<file path="src/rtl/clk_mon_pkg.sv">
// clk_mon_pkg
// Shared types and constants for the clock frequency monitor.
//   state_t     : monitor FSM states (IDLE, FILL, MEASURE)
//   CNT_W       : width of the edge counter and of the count output
//   FILL_CYCLES : cycles spent flushing the synchronizer before a window
//   gate_cnt_w  : width needed for a gate counter running 0..GATE_CYCLES-1
package clk_mon_pkg;

  typedef enum logic [1:0] {
    IDLE,
    FILL,
    MEASURE
  } state_t;

  localparam int CNT_W       = 16;
  localparam int FILL_CYCLES = 2;

  // Never returns 0 so a degenerate 1-cycle window still gets a legal vector.
  function automatic int gate_cnt_w(input int gate_cycles);
    return (gate_cycles > 1) ? $clog2(gate_cycles) : 1;
  endfunction

endpackage

</file>
<file path="src/rtl/sync_edge_det.sv">
// sync_edge_det
// Brings an asynchronous input into the clk domain through two flops and
// flags its rising edges with one further register.
//   clk   : sampling clock
//   rst_n : synchronous active-low reset, clears all three flops
//   d     : asynchronous input
//   rise  : high for one clk cycle per synchronized rising edge of d
module sync_edge_det (
  input  logic clk,
  input  logic rst_n,
  input  logic d,
  output logic rise
);

  logic sync1;
  logic sync2;
  logic prev;

  always_ff @(posedge clk) begin
    if (!rst_n) begin
      sync1 <= 1'b0;
      sync2 <= 1'b0;
      prev  <= 1'b0;
    end else begin
      sync1 <= d;
      sync2 <= sync1;
      prev  <= sync2;
    end
  end

  assign rise = sync2 & ~prev;

endmodule

</file>
<file path="src/rtl/clk_freq_monitor.sv">
// clk_freq_monitor
// Counts rising edges of mon_in over back-to-back windows of GATE_CYCLES clk
// cycles, compares each window against EXP_COUNT +/- TOL and qualifies the
// monitored clock after LOCK_WINDOWS consecutive good windows.
//   clk         : reference clock
//   rst_n       : synchronous active-low reset
//   en          : enables monitoring; dropping it discards the open window
//   mon_in      : monitored clock, asynchronous, below clk/2
//   fault_clr   : clears the latched fault (latched build only)
//   count       : edge count of the last completed window
//   count_valid : one-cycle pulse when count is loaded
//   in_range    : last window was within tolerance
//   locked      : LOCK_WINDOWS consecutive in-range windows seen
//   fault       : out-of-range window detected
// Build option CLK_MON_FAULT_LATCH_EN: when defined, fault is a sticky flag
// cleared by fault_clr (a new set wins over a clear); otherwise fault simply
// mirrors ~in_range once a window has completed since en rose.
module clk_freq_monitor
  import clk_mon_pkg::*;
#(
  parameter int GATE_CYCLES  = 27000,
  parameter int EXP_COUNT    = 4800,
  parameter int TOL          = 48,
  parameter int LOCK_WINDOWS = 4
) (
  input  logic             clk,
  input  logic             rst_n,
  input  logic             en,
  input  logic             mon_in,
  input  logic             fault_clr,
  output logic [CNT_W-1:0] count,
  output logic             count_valid,
  output logic             in_range,
  output logic             locked,
  output logic             fault
);

  localparam int GW = gate_cnt_w(GATE_CYCLES);
  localparam int SW = $clog2(LOCK_WINDOWS + 1);

  localparam logic [GW-1:0]           GATE_LAST = GW'(GATE_CYCLES - 1);
  localparam logic [SW-1:0]           LOCK_N    = SW'(LOCK_WINDOWS);
  localparam logic signed [CNT_W:0]   EXP_S     = (CNT_W + 1)'(EXP_COUNT);
  localparam logic signed [CNT_W:0]   TOL_S     = (CNT_W + 1)'(TOL);

  state_t             state_q;
  state_t             state_d;
  logic               fill_done;
  logic [GW-1:0]      gate_q;
  logic [CNT_W-1:0]   edge_q;
  logic [SW-1:0]      streak_q;
  logic               rise;
  logic               terminal;
  logic [CNT_W-1:0]   final_cnt;
  logic signed [CNT_W:0] dev;
  logic signed [CNT_W:0] abs_dev;
  logic               win_ok;
  logic [SW-1:0]      streak_next;

  sync_edge_det u_sync (
    .clk   (clk),
    .rst_n (rst_n),
    .d     (mon_in),
    .rise  (rise)
  );

  always_ff @(posedge clk) begin
    if (!rst_n) begin
      state_q <= IDLE;
    end else begin
      state_q <= state_d;
    end
  end

  // FILL holds for FILL_CYCLES cycles; fill_done marks its last cycle.
  always_comb begin
    state_d = state_q;
    unique case (state_q)
      IDLE:    if (en) state_d = FILL;
      FILL:    if (fill_done) state_d = MEASURE;
      MEASURE: state_d = MEASURE;
      default: state_d = IDLE;
    endcase
    if (!en) state_d = IDLE;
  end

  // An edge arriving in the terminal cycle is folded into final_cnt so it
  // lands in the closing window rather than the next one.
  always_comb begin
    terminal    = (state_q == MEASURE) && (gate_q == GATE_LAST);
    final_cnt   = (rise && (edge_q != {CNT_W{1'b1}})) ? edge_q + 1'b1 : edge_q;
    dev         = $signed({1'b0, final_cnt}) - EXP_S;
    abs_dev     = dev[CNT_W] ? -dev : dev;
    win_ok      = (abs_dev <= TOL_S);
    streak_next = (streak_q == LOCK_N) ? streak_q : streak_q + 1'b1;
  end

  always_ff @(posedge clk) begin
    if (!rst_n) begin
      fill_done   <= 1'b0;
      gate_q      <= '0;
      edge_q      <= '0;
      streak_q    <= '0;
      count       <= '0;
      count_valid <= 1'b0;
      in_range    <= 1'b0;
      locked      <= 1'b0;
    end else begin
      count_valid <= 1'b0;
      if (!en) begin
        fill_done <= 1'b0;
        gate_q    <= '0;
        edge_q    <= '0;
        streak_q  <= '0;
        in_range  <= 1'b0;
        locked    <= 1'b0;
      end else begin
        unique case (state_q)
          FILL: begin
            fill_done <= (FILL_CYCLES > 1) ? ~fill_done : 1'b0;
          end
          MEASURE: begin
            if (terminal) begin
              gate_q      <= '0;
              edge_q      <= '0;
              count       <= final_cnt;
              count_valid <= 1'b1;
              in_range    <= win_ok;
              if (win_ok) begin
                streak_q <= streak_next;
                locked   <= (streak_next == LOCK_N);
              end else begin
                streak_q <= '0;
                locked   <= 1'b0;
              end
            end else begin
              gate_q <= gate_q + 1'b1;
              edge_q <= final_cnt;
            end
          end
          default: begin
            fill_done <= 1'b0;
            gate_q    <= '0;
            edge_q    <= '0;
          end
        endcase
      end
    end
  end

`ifdef CLK_MON_FAULT_LATCH_EN
  logic fault_set;
  assign fault_set = en && terminal && !win_ok;

  always_ff @(posedge clk) begin
    if (!rst_n) begin
      fault <= 1'b0;
    end else if (fault_set) begin
      fault <= 1'b1;
    end else if (fault_clr) begin
      fault <= 1'b0;
    end
  end
`else
  // done_q remembers that at least one window has closed since en rose.
  logic done_q;
  logic unused_fault_clr;
  assign unused_fault_clr = fault_clr;

  always_ff @(posedge clk) begin
    if (!rst_n || !en) begin
      done_q <= 1'b0;
    end else if (terminal) begin
      done_q <= 1'b1;
    end
  end

  assign fault = ~in_range & done_q;
`endif

endmodule
</file>
<file path="config.mk">
export PLATFORM = sky130hd
export DESIGN_NAME = clk_freq_monitor
export DESIGN_NICKNAME = d
export VERILOG_FILES = /design/src/rtl/clk_mon_pkg.sv /design/src/rtl/sync_edge_det.sv /design/src/rtl/clk_freq_monitor.sv
export SDC_FILE = /design/constraint.sdc
export NUM_CORES = 1
export LEC_CHECK = 0
export ABC_CLOCK_PERIOD_IN_PS = 5240
export BUFFER_PORTS_ARGS = -buffer_cell sky130_fd_sc_hd__buf_4
export CAP_MARGIN = 0
export CORE_AREA = 2 2 100 102
export CTS_CLUSTER_SIZE = 30
export DETAILED_ROUTE_END_ITERATION = 8
export DIE_AREA = 0 0 102 104
export GPL_TIMING_DRIVEN = 0
export PLACE_DENSITY = 0.57
export SYNTH_ARGS = -nofsm -noshare
export SYNTH_HDL_FRONTEND = slang
export SYNTH_HIERARCHICAL = 1
export SYNTH_SLANG_ARGS = --single-unit
</file>
<file path="constraint.sdc">
create_clock -name clk -period 5.24 [get_ports clk]
set_clock_uncertainty 0.1 [all_clocks]
set_input_delay 0 -clock clk [delete_from_list [all_inputs] [get_ports clk]]
set_output_delay 0 -clock clk [all_outputs]
set_load 0.03 [all_outputs]
</file>
; ---- Yosys cells after proc, flatten, opt, wreduce, memory -nomap -nowiden
; Index checks and enable logic that the tools add are counted.
[classes]
addsub = 5
order_cmp = 1
eq_ne = 7
n_mux = 13
n_bitwise = 5
n_reduce_logical = 10
[ops]
columns = operator, count
row1 = $mux 16, 2
row2 = $pmux 16 s2, 1
row3 = $pmux 15 s2, 1
row4 = $le 17x7->1 const B, 1
row5 = $mux 17, 1
row6 = $neg 17->17, 1
row7 = $sub 16x13->17 const B, 1
row8 = $add 16x1->16 const B, 1
row9 = $ne 16x16->1 const B, 1
row10 = $add 15x1->15 const B, 1
row11 = $eq 15x15->1 const B, 1
row12 = $mux 15, 1
row13 = $eq 3x3->1 const B, 2
row14 = $mux 3, 2
row15 = $pmux 2 s3, 1
row16 = $reduce_and 3->1, 2
row17 = $reduce_and 2->1, 2
row18 = $add 3x1->3 const B, 1
row19 = $not 1->1, 3
row20 = $and 1x1->1, 2
row21 = $eq 2x1->1 const B, 1
row22 = $eq 2x2->1 const B, 1
row23 = $logic_and 1x1->1, 2
row24 = $logic_not 1->1, 2
row25 = other kinds (6), 7
[totals]
reg_bits = 60
input_bits = 5
output_inout_bits = 20
word_cells = 54

; ---- Longest topological paths before layout
; Gate-level depths: netlist of run 1.
[depth]
depth_word = 9
depth_mapped = 17

; ---- Cells and area by module
; Netlist of run 1, hierarchy kept.
[by_module_without_submodules]
columns = mod, n_inst, cells_per_inst, area_per_inst_um2, seq_area_each_um2
row1 = clk_freq_monitor, 1, 470, 3641.0, 1141.1
row2 = sync_edge_det, 1, 7, 92.6, 60.1

; ---- Worst setup path after synthesis of run 1
; Ideal clock, no wire load.
[synth_timing]
path_kind = flip-flop to flip-flop
from = reg edge_q[1]
to = reg streak_q[2]
t_arrival_ns = 3.079
required_ns = 5.062
path_slack_ns = 1.983
path_stages_with_launch = 15
cell_sequence = dfxtp_1 > ha_1 > nand3_4 > nor3_2 > nand2_1 > nand2_1 > nor2_1 > nand4_1 > xnor2_1 > ha_1 > nor3_1 > a41oi_1 > a21oi_1 > a41oi_1 > nor3_1
[synth_via]
elab_chain_cells = 8
[synth_rtl]
columns = element, line
row1 = from (decl), clk_freq_monitor.sv:50  ; logic [CNT_W-1:0] edge_q;
row2 = from (signal assigned), clk_freq_monitor.sv:138  ; edge_q <= final_cnt;
row3 = branches (longest 2 deep; another with $add 16x1->16), -
row4 = $mux 16 *, clk_freq_monitor.sv:91  ; final_cnt = (rise && (edge_q != {CNT_W{1'b1}})) ? edge_q + 1'b1 : edge_q;
row5 = $sub 16x13->17 *, clk_freq_monitor.sv:92  ; dev = $signed({1'b0, final_cnt}) - EXP_S;
row6 = $neg 17->17, clk_freq_monitor.sv:93  ; abs_dev = dev[CNT_W] ? -dev : dev;
row7 = $mux 17 *, clk_freq_monitor.sv:93
row8 = $le 17x7->1 *, clk_freq_monitor.sv:94  ; win_ok = (abs_dev <= TOL_S);
row9 = $mux 3 *, clk_freq_monitor.sv:129  ; if (win_ok) begin
row10 = to (signal assigned), clk_freq_monitor.sv:130  ; streak_q <= streak_next;
row11 = to (decl), clk_freq_monitor.sv:51  ; logic [SW-1:0] streak_q;
; Mark *: on every way between the ends.
; A chain may end at the register's enable or synchronous reset.

; ---- Worst setup path after layout of run 1
; Ends and elaborated chain as after synthesis.

==> results of run 1 <==
[how the worst max path moves through the flow]
| stage | from | endpoint | slack [ps] | depth (start not counted) |
|---|---|---|---|---|
| finish | edge_q[1] | streak_q[2] | 1070 | 14 |
| detailed placement | edge_q[1] | streak_q[2] | 1170 | 14 |
| CTS | edge_q[1] | streak_q[2] | 1180 | 14 |
| global placement | edge_q[1] | streak_q[2] | 1230 | 14 |
| floorplan | edge_q[1] | streak_q[2] | 1980 | 14 |
| global route | edge_q[1] | streak_q[2] | 880 | 14 |
[cells in the mapped netlist, types with 2 or more instances]
cell / n / area share (%)
nor4_1: 7 / 1.2
ha_1: 8 / 2.7
o21ai_0: 17 / 2.3
xnor2_1: 13 / 3.0
mux2i_1: 5 / 1.3
and2_1: 7 / 1.2
nor2_1: 64 / 6.4
xor2_1: 11 / 2.6
inv_1: 10 / 1.0
a311oi_1: 2 / 0.47
nand3b_1: 6 / 1.2
nand2_1: 54 / 5.4
o2111ai_1: 3 / 0.70
clkbuf_1: 15 / 1.5
buf_4: 4 / 0.80
a21boi_0: 2 / 0.40
o21ai_1: 2 / 0.27
dfxtp_1: 60 / 32
nand4_1: 12 / 2.0
a211oi_1: 8 / 1.6
nand3_1: 17 / 2.3
o211a_1: 4 / 1.1
o21a_1: 2 / 0.40
and4_1: 2 / 0.47
a21oi_1: 38 / 5.1
and3_1: 8 / 1.3
nor2b_1: 4 / 0.67
mux2_2: 5 / 1.5
a41oi_1: 2 / 0.47
nor3_1: 22 / 2.9
or3_1: 6 / 1.0
a21o_1: 3 / 0.60
a22oi_1: 4 / 0.80
buf_2: 8 / 1.1
a31oi_1: 3 / 0.50
nand3_2: 4 / 1.1
[critical path, stage by stage (launching register included)]
cell	delay, ps
dfxtp_1	460
ha_1	350
nand3_4	180
nor3_2	520
nand2_1	130
nand2_1	180
nor2_1	70
nand4_1	170
xnor2_1	230
ha_1	350
nor3_1	290
a41oi_1	160
a21oi_1	510
a41oi_1	200
nor3_1	190
[stage by stage]
step / hold WS [ps] / area, µm² / cells
after floorplan: 21.7 / 3730 / 477
after global placement: 117 / 4070 / 633
after detailed placement: 125 / 4070 / 633
after CTS: 328 / 4280 / 653
after global routing: 347 / 4280 / 653
final: 344 / 4280 / 653
[final cells by class]
class / instances / area, µm²
Inverter: 11 / 41.3
Clock buffer: 11 / 141
Timing Repair Buffer: 27 / 213
Fill cell: 1001 / 5270
Multi-Input combinational cell: 377 / 2350
Tap cell: 133 / 166
Clock inverter: 5 / 27.5
Buffer: 29 / 141
Sequential cell: 60 / 1200
[registers in the layout (all words and copies together), names as in the netlist]
register      flops
done_q            1
locked            1
u_sync/sync2      1
u_sync/sync1      1
gate_q           15
u_sync/prev       1
count_valid       1
count            16
fill_done         1
in_range          1
state_q           2
streak_q          3
edge_q           16
[kinds of logic after synthesis]
group	Yosys count
and+or+nand+nor	232
AOI/OAI and AO/OA	102
DFF	60
buffers and inverters	40
xor gates and xnor gates	24
muxes	11
adders and majority gates	8
[routing by layer]
layer | global-route usage, % | part of all wire, % | vias to the layer above
li1 | - | - | 1788
met1 | 25.4 | 47 | 1672
met2 | 29.2 | 46 | 84
met3 | 4.10 | 4.0 | 23
met4 | 8.86 | 2.9 | 0
met5 | 0 | 0 | -
[repair_timing]
item                                   CTS  global route
endpoints found under the hold margin    4             0
buffers inserted                         0             0
hold buffers                             4             0
[power groups by stage]
stage,Combinational (µW),Clock (µW),Sequential [µW]
after floorplan,25.6,0,470
after global placement,37.6,0,470
after detailed placement,38.3,0,470
after CTS,40.9,385,459
after global routing,45.1,410,460
final,40.6,371,460
==> flow_metrics.py, run 1 <==
metrics = {
    "run_status": {
        "run_status": "complete, no violations",
    },
    "power_and_ir_drop": {
        "power_frac_seq_pct": 52.7,
        "total_leakage_power_uw": 0.00154,
        "power.clock.fraction_pct": 42.6,
        "p_total_uw": 872,
        "swShare_pct": 25.2,
        "p_sw_uw": 220,
        "irDropWorstVdd_uv": 105,
        "pwr_density_cell_nw_per_um2": 204,
        "share_comb_of_total_power_pct": 4.7,
        "internal_power_uw": 652,
    },
    "setup_path": {
        "setup.worst_path.class": "flop to flop",
        "end_of_the_worst_register_to_register_path": "streak_q[2]",
        "crit_reg_reg_startpoint": "edge_q[1]",
        "timing.critical_path.required_ps": 5410,
        "worstPathArrival_ps": 4340,
        "r2r.worst_path.cells": 14,
        "critical_path.startpoint_type": "flop",
        "reg2reg_setup_slack_ps": 1070,
        "worstSetupEndpointType": "flop",
        "critPathMaxFanout": 8,
    },
    "timing": {
        "max_slew_margin_pct": 24.0,
        "rsz0062_at_grt": "false",
        "post-route-min-period_ps": 4170,
        "timing_worst_slew_pin_value_ps": 1130,
        "tns_ps": 0,
        "report.final.hold_viol_count": 0,
        "timing_max_transition_violations_final": 0,
        "fmax_ghz": 0.240,
        "setup_violations": 0,
        "timing.final.ws_setup_ps": 1070,
        "min_period_over_period_pct": 79.6,
    },
    "clocking": {
        "cts_buffers": 9,
        "cts-resized-gates": 0,
        "cts_tree": "done",
        "clkLatencyLatePin_ps": 350,
        "clk_path_buf_depth": 2,
        "clk_transition_reported_paths_ps": 70,
        "root_buffer": "clkbuf_8",
        "numClockSinks": 60,
        "cts_max_level": 3,
    },
    "grt": {
        "grt_pass1_wl_mm": 16.0,
        "gr-usage-all-layers_pct": 19.1,
        "overflow": 0,
        "number_of_global_route_vias_before_repair": 3249,
        "grt_max_degree": 11,
        "initial_antenna_violation_count": 0,
    },
    "worst_hold_path": {
        "min_delay_path_depth": 1,
        "hold_path.class": "flop to flop",
        "worstHoldStart": "u_sync/sync1",
        "hold_path_sink": "u_sync/sync2",
    },
    "final_layout": {
        "num-nets-final": 528,
        "layout.cells.most_common_list": "nor2_1 (64), dfxtp_1 (60), nand2_1 (54)",
        "fraction_of_layout_instances_using_a_drive_strength_above_1_pct": 15.0,
        "n_diodes": 0,
        "layout_commonest_cell": "nor2_1",
        "finish.utilization_pct": 44.8,
        "area_growth_syn_to_layout_pct": 14.7,
    },
    "synth": {
        "syn_inst": 477,
        "mapped_area_um2": 3730,
        "yosys-mux-area-fraction_pct": 3.22,
        "syn-num-nets": 490,
        "synth_compound_gate_area_share_pct": 18.6,
        "synth_simple_gate_area_share_pct": 32.8,
        "ys_seq_area_share_pct": 32.2,
        "yosys_most_used_dff": "dfxtp_1",
        "asyncSetResetFlopFracSynth_pct": 0,
        "avg_inst_size_synth_um2": 7.83,
        "synth_top_family_by_area": "simple AND/OR/NAND/NOR gates",
        "synth_edf_count": 0,
        "synth_fa_ha_area_share_pct": 2.68,
        "xor_and_xnor_fraction_of_the_mapped_netlist_area_pct": 5.63,
        "ys_types": 71,
        "yosysWarningCount": 6,
        "ys_ff_latch": 60,
    },
    "floorplanning": {
        "die_h_um": 104,
        "io-pin-count": 25,
        "fp.dieArea_um2": 10600,
        "core_area_um2": 9550,
        "placement_rows": 36,
        "chipWidth_um": 102,
        "floorplan.initialDensity_pct": 39.1,
    },
    "place": {
        "place.gp.congestion": 0.877,
        "placement.setup.worst_slack_ps": 1170,
        "buffer_ports.inserted": 23,
        "place_hpwl_mm": 7.28,
    },
    "routing": {
        "drt_first_pass_iters": 6,
        "vias": 3567,
        "initialDrtViolationCount": 196,
        "wl_mm": 9.70,
        "routedWlPerCell_um": 14.9,
        "detail_route.drc_violations": 0,
        "antenna_violating_nets_post_route": 0,
        "avgViaCountPerCell": 5.46,
    },
    "flow_run": {
        "max_cap_violations": 0,
    },
}
No activity file was read; power rests on OpenSTA's default activity.
==> run 2, diff against run 1 <==
- ABC_CLOCK_PERIOD_IN_PS: 5240 -> 4300
- clock period: 5.24 -> 4.3 ns (I/O delays scaled with it)
==> run 2 against run 1 <==
Against the previous run: first-iteration DRC count is the same; non-clock buffer count is the same; via count is essentially flat; die area is the same; largest power group unchanged; critical endpoint unchanged.
==> flow_metrics.py, run 2 (synthesized netlist as in run 1, its figures left out) <==
metrics = {
    "run_status": {
        "run_status": "complete, no violations",
    },
    "setup_path": {
        "critical_path.startpoint_type": "flop",
        "cp_num_buf_inv": 1,
        "crit_path_leading_delay_family": "simple AND/OR/NAND/NOR gates",
        "setup.worst_path.class": "flop to flop",
        "critPathSlowestCell": "nor3_2",
        "critPathMaxFanout": 8,
        "crit_path_max_incr_delay_ps": 520,
        "timing.critical_path.required_ps": 4470,
        "worstPathArrival_ps": 4220,
        "reg2reg_setup_slack_ps": 260,
        "worstSetupEndpointType": "flop",
        "path_cells": "ha_1 > nand3_4 > nor3_2 > nand2_1 > nand2_1 > nor2_1 > nand4_1 > xnor2_1 > ha_1 > inv_1 > a211oi_1 > nand4bb_1 > o2111ai_1 > nor4_1 > and4_1 > a41oi_1 > nor3_1",
    },
    "power_and_ir_drop": {
        "total_leakage_power_uw": 0.00154,
        "pwr_density_cell_nw_per_um2": 248,
        "irDropWorstVdd_uv": 128,
    },
    "worst_hold_path": {
        "hold_path.class": "flop to flop",
    },
    "routing": {
        "vias": 3568,
        "antenna_violating_nets_post_route": 0,
        "initialDrtViolationCount": 196,
        "detail_route.drc_violations": 0,
        "avgViaCountPerCell": 5.46,
        "drt_first_pass_iters": 4,
        "routedWlPerCell_um": 14.8,
        "wl_mm": 9.70,
    },
    "grt": {
        "grtUsageMet1_pct": 25.4,
        "gr-usage-met2_pct": 29.2,
        "gr-usage-met3_pct": 4.10,
        "overflow": 0,
        "number_of_global_route_vias_before_repair": 3249,
        "gr-usage-all-layers_pct": 19.1,
        "initial_antenna_violation_count": 0,
        "grt_pass1_wl_mm": 16.0,
        "grt_max_degree": 11,
        "grt_busiest_layer": "met2",
    },
    "timing": {
        "post-route-min-period_ps": 4040,
        "timing_max_transition_violations_final": 0,
        "timing_worst_slew_pin_value_ps": 1120,
        "tns_ps": 0,
        "fin_hold_ws_ps": 344,
        "min_period_over_period_pct": 94.1,
        "fmax_ghz": 0.247,
        "rsz0062_at_grt": "false",
        "report.final.hold_viol_count": 0,
        "setup_violations": 0,
        "max_slew_margin_pct": 24.5,
    },
    "floorplanning": {
        "chipWidth_um": 102,
        "core_area_um2": 9550,
        "die_h_um": 104,
        "placement_rows": 36,
        "fp.dieArea_um2": 10600,
        "floorplan.initialDensity_pct": 39.1,
        "io-pin-count": 25,
    },
    "clocking": {
        "numClockSinks": 60,
        "cts_max_level": 3,
        "cts_setup_buffers": 0,
        "clk_path_buf_depth": 2,
        "cts_tree": "done",
        "root_buffer": "clkbuf_8",
        "clk_transition_reported_paths_ps": 70,
        "cts_buffers": 9,
        "clkLatencyLatePin_ps": 350,
    },
    "final_layout": {
        "top_regs": "count x16, edge_q x16, gate_q x15",
        "layout.cells.most_common_list": "nor2_1 (64), dfxtp_1 (60), nand2_1 (54)",
        "fraction_of_layout_instances_using_a_drive_strength_above_1_pct": 15.2,
        "nFillCells": 1002,
        "area_growth_syn_to_layout_pct": 14.8,
        "design_area_um2": 4290,
        "n_diodes": 0,
        "layout_commonest_cell": "nor2_1",
        "num-nets-final": 528,
    },
    "place": {
        "placed_cell_areas_um2": 4070,
        "place_hpwl_mm": 7.28,
        "place.gp.congestion": 0.877,
        "buffer_ports.inserted": 23,
    },
    "flow_run": {
        "max_cap_violations": 0,
    },
}
run 2: through the flow:
stage,setup WS [ps],power (µW),cells,util (%)
2_1_floorplan,1040,604,477,-
3_3_place_gp,288,618,633,42.6
3_5_place_dp,226,619,633,42.6
4_1_cts,241,1080,653,44.8
5_1_grt,10.1,1110,653,44.9
6_report,255,1060,653,44.9
run 2: final cells by class:
class	instances	area, µm²	area share, %
clock inverter	5	27.5	0.642
multi-input combinational	377	2350	54.9
timing repair buffer	27	213	4.96
buffer	29	141	3.30
clock buffer	11	141	3.30
inverter	11	41.3	0.964
sequential	60	1200	28.0
tap	133	166	3.88
run 2: repair_timing:
action,in CTS,in global routing
endpoints found under the setup margin,0,4
hold buffers,4,0
endpoints found under the hold margin,4,0
gates resized for setup,0,1
run 2: power breakdown:
part           switching [µW]  total (µW)  internal [µW]
Clock                     232         453            221
Sequential               1.77         560            558
Combinational            33.8        49.5           15.6
Total                     268        1060            795
run 2: path summary, 6_finish.rpt:
path | startpoint | end | cells past startpoint
max | edge_q[1] | streak_q[2] | 17
min | u_sync/sync1 | u_sync/sync2 | 1
max reg2reg | edge_q[1] | streak_q[2] | 17
min reg2reg | u_sync/sync1 | u_sync/sync2 | 1
run 2: per-layer routing:
metal,up-vias,wire (µm)
met1,1676,4510
li1,1790,-
met2,79,4480
met4,0,282
met3,23,427
met5,-,0
